`src/rtl/c_comment_filter.sv`:
```
// Strips C line and block comments from an ASCII stream while passing string literals through untouched.
// Emits one cleaned character per cycle (registered, latency 1) and counts removed comments.
module c_comment_filter #(
  parameter bit BLOCK_SPACE = 1'b1,
  parameter int CNT_W       = 8
) (
  input  logic             clk,
  input  logic             reset_n,
  input  logic [7:0]       in,
  input  logic             in_valid,
  output logic             in_ready,
  output logic [7:0]       out,
  output logic             out_valid,
  output logic [CNT_W-1:0] comment_cnt
);

  localparam logic [7:0] CH_SLASH = 8'h2F;
  localparam logic [7:0] CH_STAR  = 8'h2A;
  localparam logic [7:0] CH_QUOTE = 8'h22;
  localparam logic [7:0] CH_BSL   = 8'h5C;
  localparam logic [7:0] CH_NL    = 8'h0A;
  localparam logic [7:0] CH_SPACE = 8'h20;

  typedef enum logic [2:0] {
    CODE, SLASH, FLUSH, LINE, BLOCK, BSTAR, STR, STR_ESC
  } state_t;

  state_t     state;
  logic [7:0] held;
  logic       accept;

  // FLUSH spends a cycle emitting the character that followed a lone '/'.
  assign in_ready = (state != FLUSH);
  assign accept   = in_valid && in_ready;

  // NOTE: every register here, the held character included, is cleared on reset;
  // a stale held char would otherwise leak out after a mid-stream reset.
  always_ff @(posedge clk or negedge reset_n) begin
    if (!reset_n) begin
      state       <= CODE;
      held        <= 8'h00;
      out         <= 8'h00;
      out_valid   <= 1'b0;
      comment_cnt <= '0;
    end else begin
      // NOTE: non-blocking defaults first; later assignments in this block override them.
      out       <= 8'h00;
      out_valid <= 1'b0;
      case (state)
        CODE: if (accept) begin
          if (in == CH_SLASH) begin
            state <= SLASH;
          end else begin
            out       <= in;
            out_valid <= 1'b1;
            if (in == CH_QUOTE) state <= STR;
          end
        end
        SLASH: if (accept) begin
          if (in == CH_SLASH) begin
            state <= LINE;
          end else if (in == CH_STAR) begin
            state <= BLOCK;
          end else begin
            out       <= CH_SLASH;
            out_valid <= 1'b1;
            held      <= in;
            state     <= FLUSH;
          end
        end
        FLUSH: begin
          out       <= held;
          out_valid <= 1'b1;
          state     <= (held == CH_QUOTE) ? STR : CODE;
        end
        LINE: if (accept && in == CH_NL) begin
          out       <= CH_NL;
          out_valid <= 1'b1;
          state     <= CODE;
          if (!(&comment_cnt)) comment_cnt <= comment_cnt + 1'b1;
        end
        BLOCK: if (accept && in == CH_STAR) state <= BSTAR;
        BSTAR: if (accept) begin
          if (in == CH_SLASH) begin
            state <= CODE;
            if (!(&comment_cnt)) comment_cnt <= comment_cnt + 1'b1;
            if (BLOCK_SPACE) begin
              out       <= CH_SPACE;
              out_valid <= 1'b1;
            end
          end else if (in != CH_STAR) begin
            state <= BLOCK;
          end
        end
        STR: if (accept) begin
          out       <= in;
          out_valid <= 1'b1;
          if (in == CH_BSL)        state <= STR_ESC;
          else if (in == CH_QUOTE) state <= CODE;
        end
        STR_ESC: if (accept) begin
          out       <= in;
          out_valid <= 1'b1;
          state     <= STR;
        end
        default: state <= CODE;
      endcase
    end
  end

endmodule
```
`config.mk`:
```
export PLATFORM = sky130hd
export DESIGN_NAME = c_comment_filter
export DESIGN_NICKNAME = d
export VERILOG_FILES = /design/src/rtl/c_comment_filter.sv
export SDC_FILE = /design/constraint.sdc
export NUM_CORES = 1
export LEC_CHECK = 0
export ABC_AREA = 0
export CORE_ASPECT_RATIO = 0.8
export CORE_MARGIN = 8
export CORE_UTILIZATION = 45
export DETAILED_ROUTE_END_ITERATION = 12
export PLACE_DENSITY = 0.72
export SYNTH_ARGS = -nofsm -noshare
export SYNTH_HDL_FRONTEND = slang
export SYNTH_SLANG_ARGS = --single-unit
```
`constraint.sdc`:
```
create_clock -name clk -period 1.7 [get_ports clk]
set_input_delay 0.51 -clock clk [delete_from_list [all_inputs] [get_ports clk]]
set_output_delay 0.51 -clock clk [all_outputs]
set_load 0.005 [all_outputs]
```
==> key figures <==
Run
  • MaxCap Viol Count: 0

Timing
  • Hold Vio Cnt, Final: 0
  • Final setup margin: -0.206 ns
  • Crit share post-route: 1.12
  • Setup Viol. Count Final: 23
  • Final hold slack: 0.514 ns
  • Slew @ Worst Pin: 0.346 ns
  • Tmin final: 1.91 ns
  • Slew HR: 0.769
  • Highest clock rate: approximately 520 MHz
  • Max-slew violations: 0
  • RSZ-0062 raised after global routing: yes
  • Final Skew: around 0.0067 ns

Routing
  • Vias per inst: 5.71
  • Routed Wire Length: 4970 um
  • Iter 0 DRT Violations: 87
  • Post-DR wirelength/cell: 17.6 um
  • Drc violations: 0
  • First-pass DRT Iterations: 4
  • Via count: 1616
  • Antenna-violating nets left: 0

Global route
  • Pin count of the biggest net entering global routing: 29
  • Total GRT Usage: 0.164
  • Global-route wire length before repair: 7980 um
  • Initial antenna violation count: 0
  • Grt ovf: 0
  • Number of global-route vias before repair: approximately 1.6k

Setup path
  • CP max stage cell: dfrtp_1
  • Crit. End Element: flip-flop
  • Startpoint types: flip-flop
  • Delay-heaviest family, CP: flip-flops
  • Arrival time worst endpoint: between 2 and 2.5 ns
  • Max FO, Critical Path: 5
  • Crit-path max cell delay: 0.42 ns
  • Worst path cell trace: buf_6 > inv_4 > maj3_2 > or3_4 > o211ai_1 > mux2_1
  • Setup CP Type: flip-flop to flip-flop
  • CP Buf/Inv Count: 2
  • Critical path required time: 1.87 ns

Synth
  • Synthesized Nets: 171
  • Post-synth EDFFs: 0
  • Post-Syn Area per Cell: 10.1 um^2
  • Mapped cell area: 1610 um^2
  • Main synth FF type: dfrtp_1
  • Mapped Cells: 159
  • Synth cell count leaders: 28 x dfrtp_1, 11 x nand2_1, 10 x nor2_1
  • Top-count cell post-synth: dfrtp_1
  • Seq/Total Area, Yosys: 0.435
  • Unique masters post-synth: 49
  • Synth area leaders: dfrtp_1 43%, mux2_2 4.9%, xnor2_1 3.3%, and4_1 2.7%, nand4_1 2.7%
  • Dominant cell type by area after synthesis: dfrtp_1
  • Yosys warnings: 0
  • Area share of the largest cell type after synthesis: 0.435
  • Synth async-reset ratio: 1.00
  • Post-synthesis register bit count: 28

Placement
  • GP Congestion: between 0.8 and 0.9
  • Port bufs: 28
  • Post-place setup slack: -0.937 ns
  • DP Wirelength: 3380 um

Floorplan
  • CORE AREA: 3420 um^2
  • Initial Utilization: 0.471
  • Die W: ~83 um
  • Die height: 69.5 um
  • Io pins: 29
  • Row count: 19
  • Die area: 5760 um^2

Cells and area
  • Antenna diodes: 0
  • Share of cells above drive strength 1: 0.411
  • Layout area overhead: 58.2%
  • Nets: 254

CTS
  • CTS Sinks: 28
  • Clock slew at reported path FFs: roughly 0.1 ns
  • Clk buf depth: 2
  • CTS tree: yes
  • H-tree depth: 1
  • Inserted Clock Buffers: 3
  • Worst skew pair latency: between 0.2 and 0.3 ns
  • CTS root buf: clkbuf_8

Power and ir drop
  • VDD IR-drop max: 0.892 mV
  • Lkg Pwr: 1.19 nW
  • Pwr/cell area: 1560 nW/um^2

Hold path
  • Worst hold path type: flip-flop to flip-flop

Status
  • Status: complete, but fails checks
  • Failing checks: negative setup slack
## logic make-up after synthesis
| family | share of synthesized area |
|---|---|
| AO/OA/AOI/OAI | 0.167 |
| XOR/XNOR | 0.0435 |
| adder cells (fa/ha/maj) | 0.0140 |
| buffers and inverters | 0.0342 |
| flip-flops | 0.435 |
| multiplexers | 0.0691 |
| AND/OR/NAND/NOR | 0.238 |
## layout make-up
type / instances / area [um^2]
clock buffers: 3 / 41.3
inverters: 5 / 21.3
fillers: 265 / 875
repair buffers: 86 / 726
clock inverters: 1 / 30.0
well taps: 42 / 52.6
flip-flops and latches: 28 / 702
multi-input cells: 118 / 976
## sequential cells by signal, indices dropped and copies added, names as in the netlist
| name | flops |
|---|---|
| held | 8 |
| out | 8 |
| state | 3 |
| comment_cnt | 8 |
| out_valid | 1 |
## where the power goes
part	internal [W]	leakage, nW	switching (W)
Combinational	0.00133	0.799	0.00103
Sequential	0.000924	0.359	0.000160
Clock	0.000316	0.0357	0.000216
Total	0.00257	1.19	0.00140
## worst reg2reg max path: stages, from the launching register on
cell      delay [ns]
dfrtp_1         0.42
buf_6           0.16
inv_4           0.04
maj3_2          0.30
or3_4           0.40
o211ai_1        0.14
mux2_1          0.35
## layout by cell type, fill, tap and decap left out, types with 2 or more instances in the layout
master,count
a21oi_1,3
nand3_1,7
a221o_1,3
clkdlybuf4s50_1,10
a21o_1,2
nand2_1,10
nor3_1,2
dlygate4sd2_1,9
a22o_1,3
dfrtp_1,27
o211ai_1,2
mux2_1,2
nor2b_2,2
buf_6,13
nor2b_1,3
buf_4,46
and4_1,5
o21ai_0,3
xor2_1,2
nand4_1,7
a31oi_1,3
buf_2,6
o21ai_1,4
mux2_4,6
and2_1,2
nor2_1,8
clkbuf_8,3
inv_1,3
xnor2_1,6
or3_4,2
## worst paths after layout
check | start | slack, ns | to | cells past startpoint
setup / recovery | state[2]$_DFFE_PN0P_ | -0.21 | state[1]$_DFFE_PN0P_ | 6
hold / removal | comment_cnt[7]$_DFFE_PN0P_ | 0.51 | comment_cnt[7]$_DFFE_PN0P_ | 1
setup reg to reg | state[2]$_DFFE_PN0P_ | -0.21 | state[1]$_DFFE_PN0P_ | 6
hold reg to reg | comment_cnt[7]$_DFFE_PN0P_ | 0.51 | comment_cnt[7]$_DFFE_PN0P_ | 1
max in group asynchronous | reset_n | 0.83 | state[1]$_DFFE_PN0P_ | 2
min in group asynchronous | reset_n | 0.59 | out[1]$_DFF_PN0_ | 2
## layer usage
metal / global-route usage / wire length (um) / vias to the layer above
li1: - / - / 765
met1: 0.194 / 2160 / 768
met2: 0.273 / 2340 / 69
met3: 0.0505 / 313 / 14
met4: 0.0584 / 150 / 0
met5: 0 / 0 / -
## what timing repair did
action	CTS	global route
pin swaps	12	8
endpoints found under the hold margin	0	0
hold buffers	0	0
buffers inserted	9	2
gates resized for setup	71	11
setup endpoints to repair	34	26
## through the flow
step	total power [W]	util	cell area [um^2]	cells	setup TNS, ns
6_report	0.00397	0.745	2550	283	-1.91
4_1_cts	0.00383	0.729	2490	281	-1.45
3_3_place_gp	0.00299	0.674	2310	269	-20.38
5_1_grt	0.00419	0.745	2550	283	-3.47
3_5_place_dp	0.00302	0.674	2310	269	-21.55
2_1_floorplan	0.00207	-	1660	159	-4.22
No activity file was read; power rests on OpenSTA's default activity.
